## config.mk

```make
export PLATFORM = sky130hd
export DESIGN_NAME = fwd_hazard_unit_flat
export DESIGN_NICKNAME = d
export VERILOG_FILES = /design/src/rtl/mips_pkg.sv /design/src/rtl/fwd_hazard_unit_if.sv /design/src/rtl/fwd_src_sel.sv /design/src/rtl/fwd_hazard_unit.sv /design/src/flat_wrapper.sv
export SDC_FILE = /design/constraint.sdc
export NUM_CORES = 1
export LEC_CHECK = 0
export CELL_PAD_IN_SITES_DETAIL_PLACEMENT = 0
export CELL_PAD_IN_SITES_GLOBAL_PLACEMENT = 2
export CORE_MARGIN = 2
export CORE_UTILIZATION = 30
export DETAILED_ROUTE_END_ITERATION = 8
export HOLD_SLACK_MARGIN = 0.08
export PLACE_DENSITY = 0.77
export RECOVER_POWER = 50
export SETUP_SLACK_MARGIN = 0.2
export SLEW_MARGIN = 10
export SYNTH_ARGS = -nofsm -noshare
export SYNTH_HDL_FRONTEND = slang
export SYNTH_SLANG_ARGS = --single-unit
```

## constraint.sdc

```tcl
create_clock -name clk -period 2.9 [get_ports clk]
set_input_delay 0.87 -clock clk [delete_from_list [all_inputs] [get_ports clk]]
set_output_delay 0.87 -clock clk [all_outputs]
set_load 0.03 [all_outputs]
```

## src/rtl/mips_pkg.sv

```systemverilog
// Shared types for the MIPS forwarding/hazard logic: mux-select encodings,
// the shadow-pipeline entry, its bubble value and the entry-match helper.
package mips_pkg;

    localparam int HAZ_DST_W = 5;

    localparam logic [1:0] FWD_RF    = 2'b00;
    localparam logic [1:0] FWD_WB    = 2'b01;
    localparam logic [1:0] FWD_EXMEM = 2'b10;

    typedef struct packed {
        logic                 valid;
        logic                 reg_write;
        logic                 mem_read;
        logic [HAZ_DST_W-1:0] dst;
    } haz_entry_t;

    localparam haz_entry_t HAZ_BUBBLE = '0;

    // $0 is hard-wired, so a write to it never produces a value worth forwarding
    function automatic logic haz_match(input haz_entry_t e, input logic [HAZ_DST_W-1:0] src);
        return e.valid && e.reg_write && (e.dst != '0) && (e.dst == src);
    endfunction

endpackage

```

## src/rtl/fwd_hazard_unit_if.sv

```systemverilog
// ID-side request and EX-side select/stall bundle of the forwarding and hazard unit.
interface fwd_hazard_unit_if #(
    parameter int REG_AW = 5,
    parameter int CNT_W  = 16
);
    logic              id_valid;
    logic [REG_AW-1:0] id_rs;
    logic [REG_AW-1:0] id_rt;
    logic [REG_AW-1:0] id_dst;
    logic              id_reg_write;
    logic              id_mem_read;
    logic              flush;
    logic [1:0]        fwd_a;
    logic [1:0]        fwd_b;
    logic              stall;
    logic [CNT_W-1:0]  stall_cnt;

    modport master (
        output id_valid, id_rs, id_rt, id_dst, id_reg_write, id_mem_read, flush,
        input  fwd_a, fwd_b, stall, stall_cnt
    );

    modport slave (
        input  id_valid, id_rs, id_rt, id_dst, id_reg_write, id_mem_read, flush,
        output fwd_a, fwd_b, stall, stall_cnt
    );
endinterface

```

## src/rtl/fwd_src_sel.sv

```systemverilog
// Per-source forwarding select: compares one ID source index with the EX and MEM
// shadow entries; the youngest (EX) writer wins when both hold the same register.
module fwd_src_sel
    import mips_pkg::*;
(
    input  logic [HAZ_DST_W-1:0] src,
    input  haz_entry_t           ex,
    input  haz_entry_t           mem,
    output logic [1:0]           sel,
    output logic                 ex_load_match
);
    logic hit_ex;
    logic hit_mem;

    always_comb begin
        hit_ex        = haz_match(ex, src);
        hit_mem       = haz_match(mem, src);
        ex_load_match = hit_ex & ex.mem_read;
        if (hit_ex) begin
            sel = FWD_EXMEM;
        end else if (hit_mem) begin
            sel = FWD_WB;
        end else begin
            sel = FWD_RF;
        end
    end
endmodule

```

## src/rtl/fwd_hazard_unit.sv

```systemverilog
// Forwarding and load-use hazard controller beside the ID/EX register.
// Define HAZ_FORWARD_EN for forwarding; otherwise every RAW dependency stalls.
module fwd_hazard_unit
    import mips_pkg::*;
#(
    parameter int REG_AW = 5,
    parameter int CNT_W  = 16
) (
    input logic              clk,
    input logic              rst,
    fwd_hazard_unit_if.slave bus
);
    haz_entry_t        ex;
    haz_entry_t        mem;
    haz_entry_t        id_entry;
    logic [REG_AW-1:0] src_a;
    logic [REG_AW-1:0] src_b;
    logic [1:0]        sel_a;
    logic [1:0]        sel_b;
    logic              ld_a;
    logic              ld_b;
    logic              stall_c;
    logic              advance;
    logic [CNT_W-1:0]  cnt_p0;

    function automatic logic [CNT_W-1:0] sat_inc(input logic [CNT_W-1:0] v);
        return (v == '1) ? v : v + 1'b1;
    endfunction

    assign src_a = bus.id_rs;
    assign src_b = bus.id_rt;

    fwd_src_sel u_sel_a (
        .src           (src_a),
        .ex            (ex),
        .mem           (mem),
        .sel           (sel_a),
        .ex_load_match (ld_a)
    );

    fwd_src_sel u_sel_b (
        .src           (src_b),
        .ex            (ex),
        .mem           (mem),
        .sel           (sel_b),
        .ex_load_match (ld_b)
    );

`ifdef HAZ_FORWARD_EN
    // rt is checked even for instructions that never read it; the spare stall is harmless
    assign stall_c = bus.id_valid & ~bus.flush & (ld_a | ld_b);
`else
    assign stall_c = bus.id_valid & ~bus.flush & ((sel_a != FWD_RF) | (sel_b != FWD_RF));
`endif

    assign advance = bus.id_valid & ~bus.flush & ~stall_c;

    always_comb begin
        id_entry           = HAZ_BUBBLE;
        id_entry.valid     = bus.id_valid;
        id_entry.reg_write = bus.id_reg_write;
        id_entry.mem_read  = bus.id_mem_read;
        id_entry.dst       = bus.id_dst;
    end

    // ID -> EX -> MEM shadow of destination registers
    always_ff @(posedge clk or posedge rst) begin
        if (rst) begin
            ex  <= HAZ_BUBBLE;
            mem <= HAZ_BUBBLE;
        end else begin
            mem <= ex;
            ex  <= advance ? id_entry : HAZ_BUBBLE;
        end
    end

    always_ff @(posedge clk or posedge rst) begin
        if (rst) begin
            cnt_p0 <= '0;
        end else if (stall_c) begin
            cnt_p0 <= sat_inc(cnt_p0);
        end
    end

`ifdef HAZ_FORWARD_EN
    logic [1:0] fwd_a_p0;
    logic [1:0] fwd_b_p0;

    // ID -> EX: select registered so it is stable while the instruction sits in EX
    always_ff @(posedge clk or posedge rst) begin
        if (rst) begin
            fwd_a_p0 <= FWD_RF;
            fwd_b_p0 <= FWD_RF;
        end else begin
            fwd_a_p0 <= advance ? sel_a : FWD_RF;
            fwd_b_p0 <= advance ? sel_b : FWD_RF;
        end
    end

    assign bus.fwd_a = fwd_a_p0;
    assign bus.fwd_b = fwd_b_p0;
`else
    logic unused_ld;
    assign unused_ld = ld_a | ld_b;
    assign bus.fwd_a = FWD_RF;
    assign bus.fwd_b = FWD_RF;
`endif

    assign bus.stall     = stall_c;
    assign bus.stall_cnt = cnt_p0;
endmodule
```

## src/flat_wrapper.sv

```systemverilog
// flat-port wrapper written by rule: the top's interface ports become plain ports
module fwd_hazard_unit_flat import mips_pkg::*;
#(
    parameter int REG_AW = 5,
    parameter int CNT_W  = 16
)
  (clk, rst, bus_id_valid, bus_id_rs, bus_id_rt, bus_id_dst, bus_id_reg_write, bus_id_mem_read, bus_flush, bus_fwd_a, bus_fwd_b, bus_stall, bus_stall_cnt);
  fwd_hazard_unit_if #(.REG_AW(REG_AW), .CNT_W(CNT_W)) bus_i ();
  input logic clk;
  input logic rst;
  input wire logic [$bits(bus_i.id_valid)-1:0] bus_id_valid;
  input wire logic [$bits(bus_i.id_rs)-1:0] bus_id_rs;
  input wire logic [$bits(bus_i.id_rt)-1:0] bus_id_rt;
  input wire logic [$bits(bus_i.id_dst)-1:0] bus_id_dst;
  input wire logic [$bits(bus_i.id_reg_write)-1:0] bus_id_reg_write;
  input wire logic [$bits(bus_i.id_mem_read)-1:0] bus_id_mem_read;
  input wire logic [$bits(bus_i.flush)-1:0] bus_flush;
  output wire logic [$bits(bus_i.fwd_a)-1:0] bus_fwd_a;
  output wire logic [$bits(bus_i.fwd_b)-1:0] bus_fwd_b;
  output wire logic [$bits(bus_i.stall)-1:0] bus_stall;
  output wire logic [$bits(bus_i.stall_cnt)-1:0] bus_stall_cnt;
  assign bus_i.id_valid = bus_id_valid;
  assign bus_i.id_rs = bus_id_rs;
  assign bus_i.id_rt = bus_id_rt;
  assign bus_i.id_dst = bus_id_dst;
  assign bus_i.id_reg_write = bus_id_reg_write;
  assign bus_i.id_mem_read = bus_id_mem_read;
  assign bus_i.flush = bus_flush;
  assign bus_fwd_a = bus_i.fwd_a;
  assign bus_fwd_b = bus_i.fwd_b;
  assign bus_stall = bus_i.stall;
  assign bus_stall_cnt = bus_i.stall_cnt;
  fwd_hazard_unit #(.REG_AW(REG_AW), .CNT_W(CNT_W)) u_core (.clk(clk), .rst(rst), .bus(bus_i));
endmodule
```

==> results by group, run 1 <==
Floorplanning
  • # rows: 25
  • Chip Width: between 70 and 80 um
  • Die Ht: 74.4 um
  • Die area: around 0.0055 mm^2
  • Core Area: ~0.0048 mm^2
  • Initial core utilization: a little under a third
  • IO Pins: 42

Status
  • Violated checks: capacitance limit, slew limit
  • Status: finished with violations

Layout
  • # nets final: 204
  • Share of layout cells above drive strength 1: between 20% and 30%
  • Syn-to-layout area delta: 44.9%
  • Diode count: 0
  • Final cell count without fillers: 250
  • Core utilization of the finished layout: 45.3%
  • Finished Cell Area: 0.00216 mm^2

Placed design
  • Hpwl dp: approximately 2300 um
  • GPL Wtd Cong: around 0.85
  • IO buf count: 36
  • Post-Place Cells: 236
  • Placed inst area: around 0.002 mm^2

Synth
  • Sequential element share of the synthesized area: between 50% and 60%
  • Adder-Cell Fraction of Synth Area: less than 1%
  • Multiplexer area fraction after synthesis: less than 1%
  • Post-synth top cells: xnor2_1, dfrtp_1, nand3_1
  • Area fraction in compound gates after synthesis: around 7.7%
  • Post-synth EDFFs: 0
  • Area contributors post-synth: dfrtp_1, xnor2_1, nand3_1, and2_1, nand4_1
  • Simple logic cell fraction of the synthesized area: approximately 17%
  • Mapped Cells: between 100 and 150
  • Synth area leader: dfrtp_1
  • Netlist cell types: 29
  • Mapped Area: around 0.0015 mm^2
  • Syn. warnings: 0
  • Most frequent cell after synthesis: xnor2_1
  • Most used DFF post-synth: dfrtp_1
  • Largest family of logic cells by synthesized area: XOR/XNOR gates
  • Xor-xnor portion of the synthesized cell area: 19.4%
  • Mapped Avg Cell Area: between 10 and 15 um^2
  • Synth async-reset ratio: 100%
  • Synth top area share: between 50% and 60%
  • FF+latch count, synth: 30

Global route
  • Total congestion overflow: 0
  • First-pass GRT wire length: roughly 5300 um
  • Number of global-route vias before repair: approximately 1100
  • Largest net degree at the start of global routing: 31
  • Gr usage total: 13.0%
  • Initial antenna violation count: 0

Power
  • Int Power: between 0.6 and 0.7 mW
  • Max VDD drop: ~0.31 mV
  • Part of the power in registers: around 49%
  • Sw frac: 23.9%
  • Clock share of power: about two fifths
  • Switch Pwr: ~0.21 mW
  • Gate power share: between 10% and 20%
  • Power Dens Cells: 412 mW/mm^2
  • Pleak: 0.944 nW
  • Overall power: 0.887 mW

Worst setup path
  • Critical path class: input pin to output port
  • WP data required: about 2000 ps
  • Data arrival time of the worst path: between 1500 and 2000 ps
  • CP Max Fanout: 2
  • Startpoint types: input pin
  • Worst reg-to-reg setup slack: between 700 and 800 ps
  • Setup crit end kind: output port

Worst hold path
  • Hold Crit Class: register to register

Job
  • Max_cap viols: 1

Detailed routing
  • Post-Route WL: 3230 um
  • Remaining antenna violation count: 0
  • Routed len/inst: between 10 and 15 um
  • Vias post-DR: ~1100
  • DRT Pass-1 Iters: 4
  • Drt drc: 0
  • 1st-iter DRT viols: 10
  • Vias/cell: 4.49

Timing
  • Min cycle time layout: around 2700 ps
  • Final hold vios: 0
  • Pins Over Slew Limit: 31
  • RSZ-0062 raised after global routing: yes
  • Setup Skew: between 7 and 8 ps
  • Final setup vio count: 0
  • Setup_tns: 0 ps
  • Period utilization: about 93%
  • Slew @ Worst Pin: around 1600 ps
  • Max Freq: between 0.3 and 0.4 GHz
  • Rel. slew slack: -4.20%

Clock tree
  • Clock Path Buffers: 2
  • Clk slew on worst S/H paths: 60 ps
  • CTS HTree Levels: 2
  • CTS tree: done
  • Root Driver: clkbuf_8
  • Num CTS Buffers: 5
  • Worst-Skew Late Latency: 280 ps
  • Num Clock Sinks: 30
  • Hold buffers post-CTS: 0
[power groups by stage]
stage          Combinational (mW)  Clock [mW]  Sequential [mW]
6_report                    0.108       0.344            0.435
2_1_floorplan              0.0541           0            0.443
3_5_place_dp               0.0934           0            0.445
4_1_cts                     0.111       0.357            0.435
5_1_grt                     0.118       0.374            0.437
3_3_place_gp               0.0914           0            0.444
[registers in the layout, summed over array words and instances (netlist names)]
signal / cells
u_core.bus.stall_cnt: 16
u_core.mem: 7
u_core.ex: 7
[placed cells by master, fill, tap and decap left out, drive strengths merged]
master | synthesis | layout
clkinv | 0 | 1
ha | 1 | 1
inv | 3 | 3
a22oi | 1 | 1
clkdlybuf4s50 | 0 | 25
nand2 | 9 | 9
or3 | 2 | 2
nand3 | 10 | 10
and4 | 1 | 1
clkinvlp | 0 | 1
a221oi | 1 | 1
mux2 | 1 | 1
xor2 | 2 | 2
conb | 1 | 4
o311a | 2 | 2
a21oi | 2 | 2
and3 | 3 | 3
nor4 | 1 | 1
clkbuf | 0 | 9
buf | 5 | 19
o22ai | 2 | 2
and2 | 7 | 7
dfrtp | 30 | 30
nor3 | 2 | 2
nand2b | 1 | 1
a41oi | 2 | 2
nand4 | 6 | 6
nor2 | 4 | 4
xnor2 | 31 | 31
[area by class of cell]
class / instances / area, um^2
sequential: 30 / 751
inverter: 3 / 11.3
timing repair buffer: 47 / 439
multi-input combinational: 95 / 776
tap: 67 / 83.8
clock inverter: 2 / 12.5
fill: 467 / 2600
clock buffer: 6 / 82.6
[worst max-delay path, cell delays in order]
cell	delay, ps
buf_6	100
xnor2_2	130
nand3_2	120
o22ai_4	230
a22oi_4	120
nor2_4	120
buf_6	140
[logic make-up after synthesis]
kind of cell | Yosys count
DFF | 30
other | 1
xor gates and xnor gates | 33
muxes | 1
buffers and inverters | 8
adders and majority gates | 1
and+or+nand+nor | 46
AOI/OAI and AO/OA | 10
[path summary, 6_finish.rpt]
kind                       cells after the start                                   end                    from
hold reg to reg                                0               u_core.mem[7]$_DFF_PP0_  u_core.ex[7]$_DFF_PP0_
setup / recovery                               7                             bus_stall            bus_id_rs[0]
max in group asynchronous                      3  u_core.bus.stall_cnt[15]$_DFFE_PP0P_                     rst
hold / removal                                 0               u_core.mem[7]$_DFF_PP0_  u_core.ex[7]$_DFF_PP0_
setup reg to reg                               9   u_core.bus.stall_cnt[1]$_DFFE_PP0P_  u_core.ex[0]$_DFF_PP0_
min in group asynchronous                      3                u_core.ex[4]$_DFF_PP0_                     rst
[routing by layer]
layer / wire length (um) / GRT usage, % / up-vias / part of all wire (%)
met1: 1310 / 15.0 / 541 / 40
li1: - / - / 545 / -
met3: 223 / 4.34 / 2 / 6.9
met2: 1670 / 22.0 / 34 / 52
met4: 25 / 5.36 / 0 / 0.77
met5: 0 / 0 / - / 0
[per-stage QoR]
stage / hold slack, ps / setup slack (ps)
detailed placement: 362 / -450
global placement: 360 / -391
CTS: 380 / 200
global route: 399 / 139
finish: 381 / 205
floorplan: 354 / 281
[what timing repair did]
action / in CTS / in global routing
resized for setup: 58 / 2
cloned: 0 / 0
setup endpoints to repair: 1 / 1
pin swaps: 20 / 1
hold endpoints to repair: 0 / 0
buffers inserted: 6 / 0
No activity file was read; power rests on OpenSTA's default activity.
==> inputs of run 2 (changes only) <==
Settings changed: CORE_UTILIZATION 30 to 27, PLACE_DENSITY 0.77 to 0.73, TNS_END_PERCENT set to 100.
Clock period 2.9 ns to 2.22 ns, I/O delays scaled along.
==> results by group, run 2 (same netlist as run 1, synthesis figures left out) <==
Global route
  • Initial antenna violation count: 0 (unchanged)
  • Gr usage total: 13.0% (+0.046 points)
  • Number of global-route vias before repair: 1327 (+18%)
  • Total congestion overflow: 0 (unchanged)
  • Largest net degree at the start of global routing: 31 (unchanged)
  • First-pass GRT wire length: 6160 um (+17%)

Detailed routing
  • DRT Pass-1 Iters: 4 (unchanged)
  • Drt drc: 0 (unchanged)
  • Post-Route WL: 3660 um (+14%)
  • 1st-iter DRT viols: 37 (+27)
  • Routed len/inst: 13.8 um (+7.1%)
  • Remaining antenna violation count: 0 (unchanged)
  • Vias post-DR: 1199 (+6.9%)
  • Vias/cell: 4.52 (+0.81%)

Clock tree
  • Worst-Skew Late Latency: 280 ps (about the same)
  • CTS tree: done
  • Num CTS Buffers: 5 (unchanged)
  • Hold buffers post-CTS: 0 (unchanged)
  • Root Driver: clkbuf_8
  • Clk slew on worst S/H paths: 60 ps (about the same)
  • CTS HTree Levels: 2 (unchanged)
  • Num Clock Sinks: 30 (unchanged)
  • Clock Path Buffers: 2 (unchanged)

Floorplanning
  • Die Ht: 78.2 um (+5.1%)
  • Initial core utilization: 27.5% (-3.8 points)
  • IO Pins: 42 (unchanged)
  • Core Area: 0.00541 mm^2 (+14%)
  • # rows: 27 (+8.0%)
  • Die area: 0.00612 mm^2 (+11%)
  • Chip Width: 78.2 um (+5.1%)

Worst setup path
  • CP max stage delay: 390 ps (+160 ps)
  • Startpoint types: register
  • Reg-to-reg endpoint: u_core.bus.stall_cnt[1]$_DFFE_PP0P_
  • Worst reg-to-reg setup slack: -80 ps (-840 ps)
  • Slowest CP cell: dfrtp_1
  • Setup crit end kind: output port
  • CP Cell Sequence: or3_4 > o311a_4 > a22oi_4 > nor2_4 > buf_6
  • Data arrival time of the worst path: 1770 ps (-50 ps)
  • WP data required: 1550 ps (-480 ps)
  • FF-to-FF Start: u_core.ex[0]$_DFF_PP0_
  • Critical path class: register to output port
  • R2r worst-path depth: 10 (+1)
  • CP Max Fanout: 2 (unchanged)

Layout
  • Syn-to-layout area delta: 60.7%
  • # nets final: 214 (+4.9%)
  • Diode count: 0 (unchanged)
  • Core utilization of the finished layout: 44.2% (-1.1 points)
  • Largest register FFs: 16 (unchanged)
  • Share of layout cells above drive strength 1: 40.9% (+19 points)
  • Filler cells: 524 (+12%)
  • Finished Cell Area: 0.00239 mm^2 (+11%)
  • Commonest non-fill, non-tap cell in the layout: dfrtp_1
  • Most frequent cells in the layout: dfrtp_1, xnor2_1, xnor2_2, dlygate4sd2_1, buf_4

Timing
  • Max Freq: 0.410 GHz
  • Period utilization: 110%
  • Rel. slew slack: 50.3% (+54 points)
  • Setup_tns: -619 ps (-619 ps)
  • RSZ-0062 raised after global routing: yes
  • Final Worst Setup Slack: -219 ps (-424 ps)
  • Min cycle time layout: 2440 ps
  • Hold slack final: 400 ps (+19.3 ps)
  • Slew @ Worst Pin: 746 ps (-817 ps)
  • Setup Skew: 8.04 ps (+0.180 ps)
  • Final hold vios: 0 (unchanged)
  • Pins Over Slew Limit: 0 (-100%)
  • Final setup vio count: 12 (+12)

Placed design
  • Hpwl dp: 2630 um (+13%)
  • IO buf count: 36 (unchanged)
  • Placed inst area: 0.00208 mm^2 (+6.5%)
  • GPL Wtd Cong: 0.727 (-14%)

Worst hold path
  • Hold path startpoint: u_core.ex[7]$_DFF_PP0_
  • Hold Crit Class: register to register
  • Worst Hold Depth: 0 (unchanged)
  • Hold Path End: u_core.mem[7]$_DFF_PP0_

Status
  • Violated checks: setup timing
  • Status: finished with violations

Power
  • Max VDD drop: 0.367 mV (+17%)
  • Power Dens Cells: 490 mW/mm^2 (+19%)
  • Pleak: 1.18 nW (+25%)

Job
  • Max_cap viols: 0 (-1)
==> run 2: cell count changes in the layout (fill, tap and decap cells not counted), sizes merged <==
cell and delta:
clkdlybuf4s15 +2, dlygate4sd3 +1, clkinvlp -1, clkdlybuf4s50 -17, dlymetal6s2s +1, buf +5
dlygate4sd2 +15, clkbuf +4
==> run 2: timing repair <==
action / CTS / global route
endpoints found under the hold margin: 0 / 0
cloned: 1 / 0
gates resized for setup: 61 / 37
setup buffers: 3 / 0
endpoints found under the setup margin: 38 / 18
pin swaps: 23 / 33
==> run 2: worst max-delay path by stage <==
stage / startpoint / endpoint / slack, ps / cells past startpoint
after floorplan: u_core.mem[2]$_DFF_PP0_ / bus_stall / 100 / 4
after global placement: bus_id_rs[4] / bus_stall / -530 / 7
after detailed placement: bus_id_rs[4] / u_core.bus.stall_cnt[7]$_DFFE_PP0P_ / -570 / 10
after CTS: u_core.ex[0]$_DFF_PP0_ / bus_stall / -270 / 5
after global routing: u_core.mem[1]$_DFF_PP0_ / bus_stall / -300 / 5
final: u_core.mem[1]$_DFF_PP0_ / bus_stall / -220 / 5
==> run 2: area by class of cell <==
type,instances,area [um^2],share of cell area (%)
multi-input cells,95,973,40.7
clock buffers,7,86.3,3.61
clock inverters,1,5.00,0.209
flip-flops and latches,30,752,31.4
well taps,72,90.1,3.77
inverters,3,11.3,0.471
repair buffers,57,473,19.8
==> run 2: routing by layer <==
layer	vias up	wire length (um)	GRT usage, %
li1	565	-	-
met1	596	1450	14.7
met4	0	55	4.21
met5	-	0	0
met2	30	1950	22.3
met3	8	202	5.29
==> run 2: worst max-delay path, delay by kind of cell, from the launching register on <==
family / cells / cell delay (ps)
buffers and inverters: 1 / 130
AOI/OAI and AO/OA: 2 / 540
DFF: 1 / 390
and+or+nand+nor: 2 / 430
==> run 2: power by group <==
part | internal [mW] | total [mW] | leakage, nW | switching (mW)
Combinational | 0.0852 | 0.164 | 0.724 | 0.0788
Clock | 0.249 | 0.440 | 0.0482 | 0.191
Sequential | 0.558 | 0.568 | 0.409 | 0.0105
==> run 2: stage by stage <==
| stage | setup slack [ps] | power (mW) | instances |
|---|---|---|---|
| after detailed placement | -574 | 0.723 | 253 |
| final | -219 | 1.17 | 265 |
| after CTS | -273 | 1.17 | 265 |
| after global routing | -302 | 1.25 | 265 |
| after floorplan | 101 | 0.657 | 133 |
| after global placement | -532 | 0.718 | 253 |
==> inputs of run 3 (changes only) <==
Settings changed: CTS_CLUSTER_DIAMETER set to 120, SETUP_SLACK_MARGIN 0.2 to unset.
==> results by group, run 3 (same netlist as run 1, synthesis figures left out) <==
Placed design
  • Placed inst area: 0.00203 mm^2 (-2.5%)
  • IO buf count: 36 (unchanged)
  • Post-Place Cells: 252 (-0.40%)
  • GPL Wtd Cong: 0.730 (+0.36%)
  • Worst Setup Slack post-DPL: -631 ps (-56.6 ps)
  • Hpwl dp: 2660 um (+1.0%)

Layout
  • Diode count: 0 (unchanged)
  • Commonest non-fill, non-tap cell in the layout: dfrtp_1
  • Share of layout cells above drive strength 1: 26.6% (-14 points)
  • # nets final: 213 (-0.47%)
  • Final cell count without fillers: 264 (-0.38%)
  • Syn-to-layout area delta: 46.8%
  • Largest register FFs: 16 (unchanged)
  • Most frequent cells in the layout: dfrtp_1, xnor2_1, clkdlybuf4s50_1
  • Finished Cell Area: 0.00218 mm^2 (-8.7%)

Floorplanning
  • # rows: 27 (unchanged)
  • Die area: 0.00612 mm^2 (unchanged)
  • Die Ht: 78.2 um (unchanged)
  • Chip Width: 78.2 um (unchanged)
  • IO Pins: 42 (unchanged)
  • Initial core utilization: 27.5% (unchanged)
  • Core Area: 0.00541 mm^2 (unchanged)

Worst setup path
  • Setup crit end kind: output port
  • Data arrival time of the worst path: 1810 ps (+40 ps)
  • Startpoint types: register
  • CP Max Fanout: 2 (unchanged)
  • Critical path class: register to output port
  • WP data required: 1550 ps (about the same)

Timing
  • Final setup vio count: 1 (-11)
  • Final Worst Setup Slack: -261 ps (-42.0 ps)
  • Final hold vios: 0 (unchanged)
  • Setup_tns: -261 ps (+358 ps)
  • Slew @ Worst Pin: 740 ps (-5.94 ps)
  • Min cycle time layout: 2480 ps (+42.0 ps)
  • Rel. slew slack: 50.7% (+0.40 points)
  • Period utilization: 112% (+1.9 points)
  • Setup Skew: 5.09 ps (-2.95 ps)
  • RSZ-0062 raised after global routing: yes
  • Hold slack final: 394 ps (-5.90 ps)
  • Pins Over Slew Limit: 0 (unchanged)
  • Max Freq: 0.403 GHz (-1.7%)

Power
  • Max VDD drop: 0.283 mV (-23%)
  • Pleak: 0.970 nW (-18%)
  • Power Dens Cells: 529 mW/mm^2 (+7.9%)

Detailed routing
  • Remaining antenna violation count: 0 (unchanged)
  • Routed len/inst: 13.8 um (about the same)
  • Met3 routed WL: 168 um (-17%)
  • Met2 routed WL: 1940 um (-0.72%)
  • Vias/cell: 4.36 (-3.6%)
  • DRT met1 WL: 1510 um (+4.2%)
  • Drt drc: 0 (unchanged)
  • Post-Route WL: 3650 um (-0.41%)
  • Top Layer Used: met4
  • DRT Pass-1 Iters: 4 (unchanged)
  • Vias post-DR: 1152 (-3.9%)
  • 1st-iter DRT viols: 43 (+16%)

Worst hold path
  • Hold Crit Class: register to register

Clock tree
  • Num CTS Buffers: 5 (unchanged)
  • CTS HTree Levels: 2 (unchanged)
  • Num Clock Sinks: 30 (unchanged)
  • CTS tree: done
  • Worst-Skew Late Latency: 280 ps (about the same)
  • Clock Path Buffers: 2 (unchanged)
  • Clk slew on worst S/H paths: 60 ps (about the same)
  • Root Driver: clkbuf_8

Job
  • Max_cap viols: 0 (unchanged)

Global route
  • First-pass GRT wire length: 5880 um (-4.6%)
  • Total congestion overflow: 0 (unchanged)
  • Gr usage total: 12.2% (-0.80 points)
  • Largest net degree at the start of global routing: 31 (unchanged)
  • Initial antenna violation count: 0 (unchanged)
  • Number of global-route vias before repair: 1235 (-6.9%)

Status
  • Status: finished with violations
  • Violated checks: setup timing
[run 3: cell count changes in the layout (fill, tap and decap cells not counted), moves of 2 or more]
cell	change
nand3_4	-2
nand2_1	+4
nand3_1	+7
buf_2	-5
clkdlybuf4s15_2	-2
nand3_2	-5
xnor2_2	-12
clkdlybuf4s50_1	+16
xnor2_1	+12
clkbuf_1	-2
dlygate4sd2_1	-15
nand2_2	-2
clkbuf_2	+8
nand2_4	-2
[run 3: final timing paths]
| kind | start | end | slack [ps] | cells past startpoint |
|---|---|---|---|---|
| max in group asynchronous | rst | u_core.mem[6]$_DFF_PP0_ | 720 | 3 |
| min in group asynchronous | rst | u_core.ex[0]$_DFF_PP0_ | 1030 | 3 |
| hold / removal | u_core.ex[7]$_DFF_PP0_ | u_core.mem[7]$_DFF_PP0_ | 390 | 0 |
| hold reg to reg | u_core.ex[7]$_DFF_PP0_ | u_core.mem[7]$_DFF_PP0_ | 390 | 0 |
| setup / recovery | u_core.mem[0]$_DFF_PP0_ | bus_stall | -260 | 5 |
| setup reg to reg | u_core.mem[0]$_DFF_PP0_ | u_core.bus.stall_cnt[1]$_DFFE_PP0P_ | 90 | 9 |
[run 3: repair_timing]
action | CTS | global route
resized for setup | 13 | 33
pin swaps | 9 | 22
hold buffers | 0 | 0
setup endpoints to repair | 16 | 12
gates cloned | 0 | 1
buffers inserted | 2 | 1
[run 3: final cells by class]
cell class / count / area, um^2
fill: 544 / 3220
multi-input combinational: 95 / 766
sequential: 30 / 751
clock buffer: 7 / 86.3
inverter: 3 / 11.3
clock inverter: 1 / 5.00
tap: 72 / 90.1
timing repair buffer: 56 / 474
[run 3: power breakdown]
part | switching, mW | internal [mW] | total, mW | leakage [nW]
Combinational | 0.0679 | 0.0732 | 0.141 | 0.511
Clock | 0.197 | 0.250 | 0.447 | 0.0482
Sequential | 0.00966 | 0.558 | 0.568 | 0.411
Total | 0.275 | 0.881 | 1.16 | 0.970
[run 3: critical path, cell delays in order (launching register included)]
cell	delay, ps
dfrtp_1	380
or3_4	400
o311a_4	330
a22oi_4	220
nor2_4	70
buf_6	140
[run 3: per-stage QoR]
stage / power [mW] / utilization [%]
finish: 1.16 / 40.4
global placement: 0.708 / 37.6
floorplan: 0.649 / -
global route: 1.21 / 40.4
CTS: 1.16 / 39.6
detailed placement: 0.711 / 37.6
[run 3: per-layer routing]
| layer | vias up | global-route usage [%] |
|---|---|---|
| met4 | 0 | 3.68 |
| met1 | 559 | 14.7 |
| li1 | 562 | - |
| met5 | - | 0 |
| met3 | 4 | 3.45 |
| met2 | 27 | 21.1 |
